[config.mk]
export PLATFORM = sky130hd
export DESIGN_NAME = modular_adder_pipe
export DESIGN_NICKNAME = d
export VERILOG_FILES = /design/src/rtl/modadd_pkg.sv /design/src/rtl/mod_preprocess.sv /design/src/rtl/modular_adder_pipe.sv
export SDC_FILE = /design/constraint.sdc
export NUM_CORES = 1
export LEC_CHECK = 0
export ABC_AREA = 1
export BUFFER_PORTS_ARGS = -buffer_cell sky130_fd_sc_hd__buf_2
export CAP_MARGIN = 0
export CELL_PAD_IN_SITES_DETAIL_PLACEMENT = 0
export CELL_PAD_IN_SITES_GLOBAL_PLACEMENT = 2
export CORE_UTILIZATION = 37
export CTS_CLUSTER_DIAMETER = 60
export DETAILED_ROUTE_END_ITERATION = 8
export PLACE_DENSITY_LB_ADDON = 0.1
export SLEW_MARGIN = 20
export SYNTH_ARGS = -nofsm -noshare
export SYNTH_HDL_FRONTEND = slang
export SYNTH_SLANG_ARGS = --single-unit
[constraint.sdc]
create_clock -name clk -period 3.1 [get_ports clk]
set_clock_uncertainty 0.1 [all_clocks]
set_input_delay 0 -clock clk [delete_from_list [all_inputs] [get_ports clk]]
set_output_delay 0 -clock clk [all_outputs]
set_load 0.01 [all_outputs]
[src/rtl/modadd_pkg.sv]
// ----------------------------------------------------------------------------
// modadd_pkg
// Shared constants and stage payload records for modular_adder_pipe.
//   MODADD_WIDTH      default operand width
//   MODADD_STAGES     pipeline depth supported by this revision
//   MODADD_MAX_WIDTH  widest operand the payload records can carry
//   stage1_t          registered output of the preprocess stage
//   stage2_t          registered output of the carry (prefix) stage
// Records are sized for MODADD_MAX_WIDTH; a narrower instance uses the low
// WIDTH bits of each field and keeps the upper bits at zero.
// ----------------------------------------------------------------------------
package modadd_pkg;

    localparam int unsigned MODADD_WIDTH     = 7;
    localparam int unsigned MODADD_STAGES    = 3;
    localparam int unsigned MODADD_MAX_WIDTH = 32;

    typedef logic [MODADD_MAX_WIDTH-1:0] word_t;

    typedef struct packed {
        word_t k;       // modulus offset, carried with the transaction
        word_t g;       // a & b
        word_t p;       // a | b
        word_t h;       // a ^ b
        word_t gk;      // a' & b'
        word_t pk;      // a' | b'
        word_t hk;      // a' ^ b'
        logic  ck_top;  // carry-save carry out of the top bit (weight 2^N)
        logic  err;     // operand set is outside the modulus range
    } stage1_t;

    typedef struct packed {
        word_t h;       // a ^ b
        word_t c;       // carries into each bit of a + b
        word_t hk;      // a' ^ b'
        word_t ck;      // carries into each bit of a + b + k
        logic  cout_k;  // a + b + k >= 2^N
        logic  err;
    } stage2_t;

endpackage

[src/rtl/mod_preprocess.sv]
// ----------------------------------------------------------------------------
// mod_preprocess
// Combinational first stage of the modular adder. Forms generate/propagate/
// half-sum terms for a + b, and compresses a + b + k into two operands
// a', b' (carry-save) with the matching g', p', h' terms.
// Ports:
//   a, b, k      operands and modulus offset (WIDTH bits)
//   g, p, h      a&b, a|b, a^b
//   gk, pk, hk   a'&b', a'|b', a'^b'
//   ck_top       carry-save carry leaving the top bit (weight 2^WIDTH)
// ----------------------------------------------------------------------------
module mod_preprocess
    import modadd_pkg::*;
#(
    parameter int unsigned WIDTH = MODADD_WIDTH
) (
    input  logic [WIDTH-1:0] a,
    input  logic [WIDTH-1:0] b,
    input  logic [WIDTH-1:0] k,
    output logic [WIDTH-1:0] g,
    output logic [WIDTH-1:0] p,
    output logic [WIDTH-1:0] h,
    output logic [WIDTH-1:0] gk,
    output logic [WIDTH-1:0] pk,
    output logic [WIDTH-1:0] hk,
    output logic             ck_top
);

    logic [WIDTH-1:0] ak;
    logic [WIDTH-1:0] bk;

    always_comb begin
        g  = a & b;
        p  = a | b;
        h  = g ^ p;
        ak = h ^ k;
        // Majority carry of bit i-1 lands at bit i; bit 0 receives none.
        bk = '0;
        for (int unsigned i = 1; i < WIDTH; i++) begin
            bk[i] = k[i-1] ? p[i-1] : g[i-1];
        end
        ck_top = k[WIDTH-1] ? p[WIDTH-1] : g[WIDTH-1];
        gk = ak & bk;
        pk = ak | bk;
        hk = gk ^ pk;
    end

endmodule

[src/rtl/modular_adder_pipe.sv]
// ----------------------------------------------------------------------------
// modular_adder_pipe
// Three-stage pipelined modular adder: sum = (a + b) mod M, M = 2^WIDTH - k.
// Stage 1 registers preprocess terms, stage 2 registers both carry vectors
// (Sklansky prefix), stage 3 selects a+b or a+b+k-2^WIDTH and drives outputs.
// Ports:
//   clk, rst               clock, asynchronous active-high reset
//   in_valid / in_ready    input handshake for a, b, k
//   out_valid / out_ready  output handshake for sum, err
//   sum                    (a + b) mod M, zero when err is set
//   err                    a >= M, b >= M or k = 2^WIDTH - 1
//   txn_count              completed output transfers, wraps at 2^16
// ----------------------------------------------------------------------------
module modular_adder_pipe
    import modadd_pkg::*;
#(
    parameter int unsigned WIDTH  = MODADD_WIDTH,
    parameter int unsigned STAGES = MODADD_STAGES
) (
    input  logic             clk,
    input  logic             rst,
    input  logic             in_valid,
    output logic             in_ready,
    input  logic [WIDTH-1:0] a,
    input  logic [WIDTH-1:0] b,
    input  logic [WIDTH-1:0] k,
    output logic             out_valid,
    input  logic             out_ready,
    output logic [WIDTH-1:0] sum,
    output logic             err,
    output logic [15:0]      txn_count
);

    localparam int unsigned LEVELS = $clog2(WIDTH);

    if (STAGES != MODADD_STAGES) begin : g_bad_stages
        $error("modular_adder_pipe: STAGES must be %0d", MODADD_STAGES);
    end
    if (WIDTH < 4 || WIDTH > MODADD_MAX_WIDTH) begin : g_bad_width
        $error("modular_adder_pipe: WIDTH must be 4..%0d", MODADD_MAX_WIDTH);
    end

    // Group generate of bits [i:0] for every i, Sklansky prefix tree.
    function automatic logic [WIDTH-1:0] group_gen(input logic [WIDTH-1:0] g_in,
                                                   input logic [WIDTH-1:0] p_in);
        logic [WIDTH-1:0] gg, pp, gn, pn;
        int unsigned j;
        gg = g_in;
        pp = p_in;
        for (int unsigned l = 0; l < LEVELS; l++) begin
            gn = gg;
            pn = pp;
            for (int unsigned i = 0; i < WIDTH; i++) begin
                if (((i >> l) & 1) != 0) begin
                    j     = ((i >> l) << l) - 1;
                    gn[i] = gg[i] | (pp[i] & gg[j]);
                    pn[i] = pp[i] & pp[j];
                end
            end
            gg = gn;
            pp = pn;
        end
        return gg;
    endfunction

    // ---------------- handshake ----------------
    logic s1_valid, s2_valid;
    logic s1_load, s2_load, s3_load;

    assign s3_load  = !out_valid | out_ready;
    assign s2_load  = !s2_valid  | s3_load;
    assign s1_load  = !s1_valid  | s2_load;
    assign in_ready = s1_load;

    // ---------------- stage 1 ----------------
    logic [WIDTH-1:0] pre_g, pre_p, pre_h, pre_gk, pre_pk, pre_hk;
    logic             pre_ck_top;
    logic [WIDTH:0]   modulus;
    stage1_t          s1_d, s1_q;

    mod_preprocess #(.WIDTH(WIDTH)) u_pre (
        .a      (a),
        .b      (b),
        .k      (k),
        .g      (pre_g),
        .p      (pre_p),
        .h      (pre_h),
        .gk     (pre_gk),
        .pk     (pre_pk),
        .hk     (pre_hk),
        .ck_top (pre_ck_top)
    );

    always_comb begin
        modulus     = {1'b1, {WIDTH{1'b0}}} - {1'b0, k};
        s1_d        = '0;
        s1_d.k      = word_t'(k);
        s1_d.g      = word_t'(pre_g);
        s1_d.p      = word_t'(pre_p);
        s1_d.h      = word_t'(pre_h);
        s1_d.gk     = word_t'(pre_gk);
        s1_d.pk     = word_t'(pre_pk);
        s1_d.hk     = word_t'(pre_hk);
        s1_d.ck_top = pre_ck_top;
        s1_d.err    = ({1'b0, a} >= modulus) | ({1'b0, b} >= modulus) | (&k);
    end

    // ---------------- stage 2 ----------------
    logic [WIDTH-1:0] gg_plain, gg_k, c_plain, c_k;
    stage2_t          s2_d, s2_q;

    always_comb begin
        gg_plain    = group_gen(s1_q.g[WIDTH-1:0],  s1_q.p[WIDTH-1:0]);
        gg_k        = group_gen(s1_q.gk[WIDTH-1:0], s1_q.pk[WIDTH-1:0]);
        c_plain     = gg_plain << 1;
        c_k         = gg_k << 1;
        s2_d        = '0;
        s2_d.h      = word_t'(s1_q.h[WIDTH-1:0]);
        s2_d.c      = word_t'(c_plain);
        s2_d.hk     = word_t'(s1_q.hk[WIDTH-1:0]);
        s2_d.ck     = word_t'(c_k);
        // a + b + k overflows if either the carry-save top carry or the
        // a' + b' addition carries out; for in-range operands never both.
        s2_d.cout_k = gg_k[WIDTH-1] | s1_q.ck_top;
        s2_d.err    = s1_q.err;
    end

    // ---------------- stage 3 ----------------
    logic [WIDTH-1:0] sum_d;

    always_comb begin
        sum_d = '0;
        if (!s2_q.err) begin
            if (s2_q.cout_k) begin
                sum_d = s2_q.hk[WIDTH-1:0] ^ s2_q.ck[WIDTH-1:0];
            end else begin
                sum_d = s2_q.h[WIDTH-1:0] ^ s2_q.c[WIDTH-1:0];
            end
        end
    end

    // Padding bits above WIDTH in the payload records are never read.
    logic unused_pad;
    assign unused_pad = ^{s1_q, s2_q};

    // ---------------- registers ----------------
    always_ff @(posedge clk or posedge rst) begin
        if (rst) begin
            s1_valid  <= 1'b0;
            s2_valid  <= 1'b0;
            out_valid <= 1'b0;
            s1_q      <= '0;
            s2_q      <= '0;
            sum       <= '0;
            err       <= 1'b0;
            txn_count <= '0;
        end else begin
            if (s1_load) begin
                s1_valid <= in_valid;
                if (in_valid) s1_q <= s1_d;
            end
            if (s2_load) begin
                s2_valid <= s1_valid;
                if (s1_valid) s2_q <= s2_d;
            end
            if (s3_load) begin
                out_valid <= s2_valid;
                if (s2_valid) begin
                    sum <= sum_d;
                    err <= s2_q.err;
                end
            end
            if (out_valid && out_ready) begin
                txn_count <= txn_count + 16'd1;
            end
        end
    end

endmodule
# Word level (Yosys, flattened, before mapping)

Cells that the tools add are included.

Bitwise logic cells: 52
Add/sub/neg operators: 2
Multiplexer cells: 9
Magnitude comparators: 2
Reduce and logical (&&, ||, !) cells: 8

Operators by type and width:

| cell                                                              | count |
|---|---|
| 7-bit bitwise XOR                                                 | 5 |
| 1-bit bitwise OR                                                  | 22 |
| 1-bit AND                                                         | 21 |
| 16-bit by 1-bit adder with 16-bit output, second input constant   | 1 |
| 7-bit by 8-bit >= comparator with 1-bit output                    | 2 |
| 7-bit AND                                                         | 2 |
| 7-bit 2-to-1 mux                                                  | 2 |
| 7-bit bitwise OR                                                  | 2 |
| 8-bit by 7-bit subtractor with 8-bit output, first input constant | 1 |
| 1-bit 2-to-1 mux                                                  | 7 |
| 7-bit AND reduction                                               | 1 |
| 2-bit AND reduction                                               | 3 |
| 1-bit logical NOT                                                 | 3 |
| 1-bit logical AND                                                 | 1 |

Logic and storage cells: 93
Register bits after elaboration: 97
Output and inout port bits: 26

# Logic depth before layout (Yosys ltp)

Gate-level depths: netlist of the first run.

Depth after elaboration: 7
Depth in mapped cells: 14
Depth with buffers taken out: 14

# Hierarchy

A second synthesis of the first run with hierarchy kept.

Cell total of the unflattened synthesis: 676
Area total of the unflattened synthesis: 5,335.1 µm²

Modules (own cells, without submodules):

| module             | area an instance (µm²) | times used | cells each |
|---|---|---|---|
| modular_adder_pipe | 4,559.4                | 1          | 534 |
| mod_preprocess     | 775.7                  | 1          | 142 |

# Least setup slack after synthesis of the first run

Ideal clock, no wire load.

Path kind: flip-flop to flip-flop
From: reg txn_count[0]
To: reg txn_count[14]
Data required time: 2.875 ns
Stages on the path, launching flop included: 8
Path buffers: 0
Data arrival time: 1.287 ns
Path slack: 1.587 ns
Cell sequence: dfrtp_1 ha_1 nand3_1 nor2_2 nand2_1 nor2_2 nand4_1 xnor2_1

Cells in the longest elaborated chain, start to end: 1

Ends and longest elaborated chain:

| what                                     | line                      | text |
|---|---|---|
| start, declared                          | modular_adder_pipe.sv:31  | `output logic [15:0] txn_count` |
| start signal, assigned                   | modular_adder_pipe.sv:174 | `txn_count <= txn_count + 16'd1;` |
| 16-bit by 1-bit adder with 16-bit output | modular_adder_pipe.sv:174 |  |

No other way between the ends.
A chain may end at the register's enable or synchronous reset.

# Worst setup path after layout of the first run

From: in k[0]
To: reg s1_q[0] (netlist name)

Cells in the longest elaborated chain, start to end: 4
Elaborated cells between the ends (all ways): 6
Classes of those cells: add/sub: 1; order compare: 2; bitwise: 2; reduce/logical: 1

Ends and longest elaborated chain:

| what                                           | line                      | text |
|---|---|---|
| start, declared                                | modular_adder_pipe.sv:26  | `input logic [WIDTH-1:0] k,` |
| 8-bit by 7-bit subtractor with 8-bit output    | modular_adder_pipe.sv:95  | `modulus = {1'b1, {WIDTH{1'b0}}} - {1'b0, k};` |
| 7-bit by 8-bit >= comparator with 1-bit output | modular_adder_pipe.sv:105 | `s1_d.err = ({1'b0, a} >= modulus) \| ({1'b0, b} >= modulus) \| (&k);` |
| 1-bit bitwise OR                               | modular_adder_pipe.sv:105 |  |
| 1-bit bitwise OR *                             | modular_adder_pipe.sv:105 |  |
| end signal, assigned                           | modular_adder_pipe.sv:152 | `s1_q <= '0;` |
| end signal, assigned                           | modular_adder_pipe.sv:160 | `if (in_valid) s1_q <= s1_d;` |
| end, declared                                  | modular_adder_pipe.sv:79  | `stage1_t s1_d, s1_q;` |

Mark *: on every way between the ends. The rest lies on a longest branch, timed or not.

==> results of run 1 <==
[report_power, final]
group          switching [µW]  internal [µW]  leakage [µW]
registers                 243           1530       0.00114
clock network             439            642      0.000140
logic                     643            451       0.00177
total                    1330           2620       0.00305
[final timing paths]
path,start,end,slack (ns),cells after the start
max reg2reg,out_valid,s1_q[3],1.01,7
min in group asynchronous,rst,txn_count[0],0.22,4
min reg2reg,sum[4],sum[4],0.38,2
min,a[4],s1_q[134],0.02,4
max in group asynchronous,rst,sum[4],2.31,4
max,k[0],s1_q[0],1.00,13
[state kept, by name, indices dropped and copies added (netlist names)]
signal / count
txn_count: 16
err: 1
out_valid: 1
c_plain: 1
s1_q: 37
s2_valid: 1
sum: 7
s2_q: 27
s1_valid: 1
[placed cells by master (no fill, tap or decap), types with 2 or more instances in the layout]
cell type,instances
a21oi_1,12
a31oi_1,3
a32o_1,4
buf_2,50
clkbuf_1,3
clkbuf_16,9
clkinv_2,2
dfrtp_1,92
dlygate4sd3_1,15
ha_1,42
inv_1,72
inv_2,4
nand2_1,150
nand2_2,2
nand2_4,5
nand3_1,13
nor2_1,18
nor2_2,2
nor2_4,4
nor3_1,4
o21ai_0,40
o21ai_1,8
o21ai_2,16
or2_1,2
xnor2_1,19
xor2_1,12
[metal layers]
| metal | vias to the layer above | global-route usage, % | share of wire (%) |
|---|---|---|---|
| li1 | 1855 | - | - |
| met1 | 1628 | 23.72 | 54 |
| met2 | 62 | 23.13 | 41 |
| met3 | 9 | 3.295 | 3.4 |
| met4 | 0 | 5.288 | 1.2 |
| met5 | - | 0 | 0 |
[through the flow]
stage	setup slack (ns)	std cells	hold WS, ns
floorplan	0.6080	551	0.07539
global placement	1.079	760	0.05251
detailed placement	0.9991	760	0.05574
CTS	0.9836	790	0.01105
global route	0.7924	790	0.04810
finish	1.004	790	0.01672
[cells by family (layout without fill, tap and decap cells)]
kind of cell	count (synthesis)	count (layout)	synth area share [%]
adders and majority gates	42	42	10.57
xor gates and xnor gates	31	31	5.460
buffers and inverters	92	159	8.203
and+or+nand+nor	206	206	18.55
AOI/OAI and AO/OA	86	86	10.49
muxes	2	2	0.4278
DFF	92	92	46.30
[final cells by class]
type	count	area [µm²]	area share [%]
Inverter	77	290.3	5.019
Timing Repair Buffer	67	427.9	7.399
Clock buffer	13	250.2	4.327
Tap cell	172	215.2	3.721
Multi-Input combinational cell	367	2262	39.12
Clock inverter	2	35.03	0.6058
Sequential cell	92	2302	39.81
[critical path, cell delays in order]
cell	delay [ns]
dlygate4sd3_1	0.53
buf_2	0.16
inv_1	0.13
nand3_1	0.20
nor3_1	0.22
xor2_1	0.22
ha_1	0.28
a21oi_1	0.16
nand2_1	0.09
nand2_1	0.06
nand3_1	0.08
nand2_1	0.06
inv_1	0.04
[repair_timing]
action / in CTS / in global routing
resized for setup: 0 / 0
endpoints found under the setup margin: 0 / 0
setup buffers: 0 / 0
hold buffers: 15 / 0
endpoints found under the hold margin: 102 / 0
==> metrics, run 1 <==
Fmax=477.1 MHz; CP Capture Type=register; drt via density=about 4.5; setup_tns=0 ns; # Max-Cap Violations=0; Ports=51; H-tree levels=3; fin crit share=about two thirds; placement row count=41; Die Wd=117.9 µm; n_diodes=0; number of unique standard cell types used by synthesis=34; core region area=~0.013 mm²; P_leak=between 0.003 and 0.004 µW; pin count of the biggest net entering global routing=93; vias=around 3600; final RePlAce weighted congestion=slightly above 0.7; first-pass GRT wire length=between 15000 and 20000 µm; CTS tree=built; final-layout fill cell count=1306; die area=approximately 0.014 mm²; clk sink count=92; Commonest cells post-synth=150 x nand2_1, 92 x dfrtp_1, 73 x inv_1; WL per Instance=roughly 13 µm; Worst IR Drop VDD=0.0002834 V; Antenna Nets Post-Route=0; CP Class=input pin to register; crit path max fanout=5; Syn. warnings=0; design area=approximately 0.0058 mm²; CTS buffer count=9; syn_nets=618; clk_lat worst skew=between 0.3 and 0.4 ns; status=complete, no violations; all-layer global routing usage=between 10% and 20%; Pwr per Cell Area=682.9 mW/mm²; crit path DAT=2.23 ns; Post-Syn Instances=about 550; asr flop ratio synth=100.0%; Cell Area, Synth=0.004972 mm²; Worst EP required=~3.2 ns; Worst setup SP type=input pin; Post-synth EDFFs=0; final hold violation count=0; Layout Utilization=44.91%; Least-Margin Pin Slew=approximately 0.82 ns; minimum clock period=around 2.1 ns; PortBufs=50; Hold WC Path Type=input pin to register; first-iteration detailed-routing DRC count=214; first drt pass iteration count=4; nets=681; layout cell share with drive strength beyond 1=between 10% and 20%; Slew Limit Fails=0; Final Power=between 3000 and 4000 µW; Max Root-Sink Buffers=2; cell taking the most area after synthesis=dfrtp_1; post-placement cell area=about 0.0053 mm²; Total Wirelength=roughly 10000 µm; clk slew on worst S/H paths=approximately 0.06 ns; vias in the first global route=between 3000 and 4000; RSZ-0062 raised after global routing=false; total gr overflow=0; Avg Cell Area, Syn=approximately 9.0 µm²; starting density of the core=~39%; Slew headroom=45.51%; Layout area overhead=16.31%; initial antenna violation count=0; cell with the most instances after synthesis=nand2_1; Die Y=117.9 µm; final setup fails=0; sequential fraction of the synthesis area=a little under half; CTS root buffer=clkbuf_16; Yosys top cell area share=46.30%; DRC violations left=0; Synth area leaders=dfrtp_1 46%, nand2_1 11%, ha_1 11%, inv_1 5.5%, o21ai_0 4.0%; #FFs+latches synth=between 90 and 100; Final HPWL DP=~7600 µm; Top FF cell, synth=dfrtp_1
Power figures use the tool's default switching activity.
==> run 2: changes to the inputs <==
--- a/config.mk
+++ b/config.mk
@@ -5,12 +5,12 @@
 export SDC_FILE = /design/constraint.sdc
 export NUM_CORES = 1
 export LEC_CHECK = 0
-export ABC_AREA = 1
+export ABC_AREA = 0
 export BUFFER_PORTS_ARGS = -buffer_cell sky130_fd_sc_hd__buf_2
 export CAP_MARGIN = 0
 export CELL_PAD_IN_SITES_DETAIL_PLACEMENT = 0
 export CELL_PAD_IN_SITES_GLOBAL_PLACEMENT = 2
-export CORE_UTILIZATION = 37
+export CORE_UTILIZATION = 34
 export CTS_CLUSTER_DIAMETER = 60
 export DETAILED_ROUTE_END_ITERATION = 8
 export PLACE_DENSITY_LB_ADDON = 0.1
==> constraint.sdc (replaced) <==
create_clock -name clk -period 1.9 [get_ports clk]
set_clock_uncertainty 0.1 [all_clocks]
set_input_delay 0 -clock clk [delete_from_list [all_inputs] [get_ports clk]]
set_output_delay 0 -clock clk [all_outputs]
set_load 0.01 [all_outputs]
==> run 2 against run 1 <==
Effect of this change: critical path depth down 8; final cell count is 9.6% lower; non-clock buffer count up 17; sequential share of layout area rose by 0.31 points; sequential cell count is the same; first-iteration DRC count down 40%; via count down 8.3%; worst hold slack got worse by 0.0091 ns; clock power rose by 61%; sequential power rose by 58%; die area increased by 3.0%; largest power group unchanged.
==> metrics, run 2 <==
Syn. warnings=0 (unchanged); Post-Syn Instances=459 (-17%); CP Class=register to register; delay-heaviest family, CP=compound AO/OA/AOI/OAI gates; crit path DAT=1.84 ns (-0.39 ns); first-iteration detailed-routing DRC count=128 (-40%); Avg Cell Area, Syn=10.26 µm² (+14%); RSZ-0062 raised after global routing=false; Layout area overhead=21.84%; status=complete, no violations; Critical path buffers and inverters=0 (-4); clk_lat worst skew=0.34 ns (about the same); layout cell share with drive strength beyond 1=23.98% (+7.3 points); P_leak=0.002901 µW (-5.0%); sequential fraction of the synthesis area=48.88% (+2.6 points); initial antenna violation count=0 (unchanged); all-layer global routing usage=15.55% (-0.50 points); Least-Margin Pin Slew=0.5005 ns (-0.3156 ns); Worst EP required=2.01 ns (-1.22 ns); vias in the first global route=3292 (-3.2%); Post-synth EDFFs=0 (unchanged); Hold WC Path Type=input pin to register; # Max-Cap Violations=0 (unchanged); CTS root buffer=clkbuf_16; Pwr per Cell Area=1042 mW/mm² (+53%); Slew Limit Fails=0 (unchanged); most frequent cells in the layout=93 x nand2_1, 92 x dfrtp_1, 50 x buf_2; #FFs+latches synth=92 (unchanged); cell with the most instances after synthesis=nand2_1; nets=603 (-11%); CP Capture Type=register; n_diodes=0 (unchanged); final hold violation count=0 (unchanged); minimum clock period=around 1.7 ns; DRC violations left=0 (unchanged); dpl ws=-0.2046 ns (-1.204 ns); fin crit share=between 90% and 100%; cells along the critical path=a21o_1, a21o_1, a21o_1, a211oi_1, a21oi_1; Cell Area, Synth=0.004710 mm² (-5.3%); vias=3260 (-8.3%); Final HPWL DP=7488 µm (-1.8%); Setup WS post-layout=0.1683 ns (-0.8359 ns); final RePlAce weighted congestion=0.8049 (+13%); Commonest cells post-synth=94 x nand2_1, 92 x dfrtp_1, 42 x ha_1; WL per Instance=13.89 µm (+6.0%); most used cell, CP=a21o_1; Top FF cell, synth=dfrtp_1; Slew headroom=66.63% (+21 points); Worst IR Drop VDD=0.0003920 V (+38%); first drt pass iteration count=4 (unchanged); number of flip-flops in the largest register=37 (unchanged); Die Wd=119.7 µm (+1.5%); CTS buffer count=9 (unchanged); placement row count=42 (+2.4%); Max Root-Sink Buffers=2 (unchanged); Yosys top cell area share=48.88% (+2.6 points); PortBufs=50 (unchanged); Antenna Nets Post-Route=0 (unchanged); clk sink count=92 (unchanged); die area=0.01433 mm² (+3.0%); number of unique standard cell types used by synthesis=41 (+21%); Worst setup SP type=register; starting density of the core=35.14% (-3.5 points); final setup fails=0 (unchanged); Largest Register=s1_q; CTS tree=built; total gr overflow=0 (unchanged); Slowest-stage cell, CP=dfrtp_1; Ports=51 (unchanged); cell taking the most area after synthesis=dfrtp_1; H-tree levels=3 (unchanged); asr flop ratio synth=100.0% (unchanged); Hold WS=0.007663 ns (-0.009057 ns); Post-CTS Setup Bufs=0 (unchanged); crit path max fanout=3 (-2); Worst path max stage delay=0.42 ns (-0.11 ns); clk slew on worst S/H paths=0.06 ns (about the same); Die Y=119.7 µm (+1.5%); drt via density=4.566 (+1.5%); pin count of the biggest net entering global routing=58 (-38%); syn_nets=526 (-15%); Total Wirelength=9920 µm (-4.2%); Synth area leaders=dfrtp_1 49%, ha_1 11%, nand2_1 7.5%, mux2_2 6.5%, xor2_1 3.9%; most common cell after layout, fill and taps aside=nand2_1; first-pass GRT wire length=16990 µm (-3.0%); Fmax=just under 600 MHz; Largest regs=s1_q x37, s2_q x27, txn_count x16; core region area=0.01340 mm² (+4.1%)
-- run 2: cell count changes after synthesis, sizes merged, moves of 8 or more --
cell | before | now
mux2 | 1 | 27
o21ai | 64 | 29
buf | 15 | 7
xor2 | 12 | 21
nand3 | 14 | 5
inv | 77 | 36
clkbuf | 0 | 11
nand2 | 157 | 95
-- run 2: routing by layer --
metal	up-vias	routed length (µm)	GRT usage (%)
li1	1668	-	-
met1	1525	5422	23.62
met2	55	4014	21.60
met3	12	272	2.186
met4	0	211	7.031
met5	-	0	0
-- run 2: cell families (layout without fill, tap and decap cells) --
logic type	after synthesis	count (layout)	synth area share (%)
flip-flops	92	92	48.88
multiplexers	29	29	6.881
buffers and inverters	54	133	4.490
XOR/XNOR	38	38	7.067
AO/OA/AOI/OAI	56	56	7.518
adder cells (fa/ha/maj)	42	42	11.16
AND/OR/NAND/NOR	148	148	14.00
-- run 2: layout make-up --
type	instances	area, µm²
inverters	36	138.9
repair buffers	84	575.6
flip-flops and latches	92	2302
multi-input cells	313	2221
clock inverters	2	37.54
fillers	1368	7662
well taps	176	220.2
clock buffers	11	242.7
-- run 2: through the flow --
step / setup TNS (ns) / cells / total power (µW) / util (%) / instance area (µm²)
after floorplan: 0 / 459 / 3728 / - / 4755
after global placement: -0.1631 / 693 / 4265 / 40.09 / 5373
after detailed placement: -0.2046 / 693 / 4300 / 40.09 / 5373
after CTS: 0 / 714 / 6087 / 42.78 / 5733
after global routing: 0 / 714 / 6419 / 42.82 / 5738
final: 0 / 714 / 5982 / 42.82 / 5738
-- run 2: worst min-delay path, stage by stage --
cell,delay [ns]
buf_2,0.12
inv_1,0.06
ha_1,0.14
o21ai_0,0.08
-- run 2: power breakdown --
part	switching, µW	leakage, µW	internal, µW	total, µW
registers	367	0.00114	2430	2790
logic	733	0.00163	715	1450
clock network	707	0.000134	1030	1740
-- run 2: worst paths after layout --
| check | startpoint | end | slack [ns] | cells after the start |
|---|---|---|---|---|
| min | a[4] | s1_q[134] | 0.008 | 4 |
| min in group asynchronous | rst | s1_valid | 0.14 | 3 |
| min reg2reg | txn_count[15] | txn_count[15] | 0.36 | 1 |
| max | s1_q[67] | s2_q[1] | 0.17 | 5 |
| max in group asynchronous | rst | s2_q[102] | 0.99 | 4 |
| max reg2reg | s1_q[67] | s2_q[1] | 0.17 | 5 |
-- run 2: repair_timing --
item	in CTS	in global routing
gates resized for setup	0	1
hold buffers	8	0
endpoints found under the setup margin	0	2
hold endpoints to repair	85	0
==> run 3: changes to the inputs <==
--- a/config.mk
+++ b/config.mk
@@ -10,6 +10,7 @@
 export CAP_MARGIN = 0
 export CELL_PAD_IN_SITES_DETAIL_PLACEMENT = 0
 export CELL_PAD_IN_SITES_GLOBAL_PLACEMENT = 2
+export CORE_MARGIN = 8
 export CORE_UTILIZATION = 34
 export CTS_CLUSTER_DIAMETER = 60
 export DETAILED_ROUTE_END_ITERATION = 8
==> run 3 against run 2 <==
Effect of this change: critical path type is now input pin to register; non-clock buffer count increased by 4; critical endpoint is now s1_q[0]; global-route usage down 3.6 points; clock power grew 5%; via count rose by 0.37%; critical path depth increased by 2.
==> metrics, run 3 (synthesis gave the netlist of run 2 again) <==
Critical path buffers and inverters=2 (+2); Least-Margin Pin Slew=0.6582 ns (+0.1576 ns); setup_tns=0 ns (unchanged); WL per Instance=13.74 µm (-1.1%); first-iteration detailed-routing DRC count=102 (-20%); Layout area overhead=22.95%; Largest Register=s1_q; crit path DAT=1.94 ns (+0.10 ns); crit path capture=s1_q[0]; CP Capture Type=register; fin crit share=95.79% (+4.6 points); CTS tree=built; Fmax=549.5 MHz (-4.9%); H-tree levels=3 (unchanged); Worst setup SP type=input pin; placement row count=43 (+2.4%); Antenna Nets Post-Route=0 (unchanged); Worst EP required=2.02 ns (about the same); first drt pass iteration count=4 (unchanged); clk sink count=92 (unchanged); worst r2r src=s1_q[67]; minimum clock period=1.820 ns (+0.08831 ns); final-layout fill cell count=1347 (-1.5%); Crit path depth=7 (+2); final RePlAce weighted congestion=0.7644 (-5.0%); Pwr per Cell Area=1050 mW/mm² (+0.69%); PortBufs=50 (unchanged); Ports=51 (unchanged); Worst path max stage delay=0.53 ns (+0.11 ns); Max Root-Sink Buffers=2 (unchanged); Hold WC Path Type=input pin to register; CTS root buffer=clkbuf_16; R2R depth=5 (unchanged); delay-heaviest family, CP=compound AO/OA/AOI/OAI gates; final setup fails=0 (unchanged); vias=3272 (+0.37%); pin count of the biggest net entering global routing=58 (unchanged); P_leak=0.002919 µW (+0.62%); Die Y=133.7 µm (+12%); reg2reg setup slack=0.21 ns (+0.04 ns); dpl ws=-0.1928 ns (+0.01182 ns); Total Wirelength=9959 µm (+0.39%); total gr overflow=0 (unchanged); Final HPWL DP=7757 µm (+3.6%); CP Class=input pin to register; Post-CTS Setup Bufs=0 (unchanged); Worst Setup SP=b[3]; RSZ-0062 raised after global routing=false; nets=607 (+0.66%); # Max-Cap Violations=0 (unchanged); Slew headroom=56.03% (-11 points); Die Wd=133.7 µm (+12%); die area=0.01787 mm² (+25%); clk slew on worst S/H paths=0.06 ns (about the same); initial antenna violation count=0 (unchanged); crit path max fanout=3 (unchanged); vias in the first global route=3367 (+2.3%); most common cell after layout, fill and taps aside=nand2_1; status=complete, no violations; Worst IR Drop VDD=0.0003962 V (+1.1%); Slew Limit Fails=0 (unchanged); layout cell share with drive strength beyond 1=24.22% (+0.24 points); Largest regs=s1_q x37, s2_q x27, txn_count x16; number of flip-flops in the largest register=37 (unchanged); CTS buffer count=9 (unchanged); starting density of the core=34.33% (-0.82 points); Slowest-stage cell, CP=dlygate4sd3_1; cells along the critical path=dlygate4sd3_1, buf_2, ha_1, a2111oi_1, a21oi_1, a2111oi_2, o31ai_1; drt via density=4.513 (-1.2%); DRC violations left=0 (unchanged); first-pass GRT wire length=16950 µm (-0.24%); final hold violation count=0 (unchanged); R2R Path End=s2_q[1]; core region area=0.01372 mm² (+2.4%); most frequent cells in the layout=93 x nand2_1, 92 x dfrtp_1, 50 x buf_2; Setup WS post-layout=0.08000 ns (-0.08831 ns); n_diodes=0 (unchanged); clk_lat worst skew=0.35 ns (about the same); all-layer global routing usage=11.94% (-3.6 points)
run 3: area by class of cell:
| type | count | area (µm²) | share of cell area, % |
|---|---|---|---|
| sequential | 92 | 2302 | 39.76 |
| multi-input combinational | 313 | 2217 | 38.29 |
| timing repair buffer | 88 | 603.1 | 10.41 |
| clock buffer | 11 | 242.7 | 4.192 |
| tap | 180 | 225.2 | 3.889 |
| inverter | 36 | 138.9 | 2.398 |
| clock inverter | 5 | 61.31 | 1.059 |
run 3: worst min path at each step:
stage | to | depth (start not counted) | slack, ns | startpoint
2_1_floorplan | s1_valid | 1 | 0.008 | in_valid
4_1_cts | s1_q[134] | 4 | 0.00006 | b[4]
6_report | s1_q[134] | 4 | 0.002 | b[4]
5_1_grt | s1_q[134] | 4 | 0.04 | b[4]
3_5_place_dp | s1_q[36] | 2 | 0.03 | rst
3_3_place_gp | s1_q[36] | 2 | 0.03 | rst
run 3: power by group:
group	internal, µW	total, µW	switching (µW)
Combinational	721	1450	730
Sequential	2430	2800	373
Clock	1060	1830	770
Total	4200	6080	1870
run 3: tightest hold or removal path, delay by kind of cell:
kind	cells	cell delay, ns
buffers and inverters	2	0.17
AOI/OAI and AO/OA	1	0.08
adders and majority gates	1	0.14
run 3: repair_timing:
action | in CTS | in global routing
gates resized for setup | 0 | 1
endpoints found under the hold margin | 36 | 0
hold buffers | 12 | 0
endpoints found under the setup margin | 0 | 1
run 3: metal layers:
layer,GRT usage (%),vias up,share of wire (%)
li1,-,1684,-
met1,16.10,1510,51
met2,17.51,63,42
met3,2.673,15,4.5
met4,6.176,0,2.3
met5,0,-,0
run 3: metrics by stage:
step                      std cells  total power [µW]  hold WS (ns)  cell area, µm²  util (%)
final                           725              6078      0.001958            5791     42.21
after global routing            725              6495       0.03716            5791     42.21
after CTS                       725              6196    0.00005762            5789     42.20
after detailed placement        697              4315       0.03164            5365     39.11
after global placement          697              4278       0.02726            5365     39.11
after floorplan                 459              3728      0.008370            4755         -
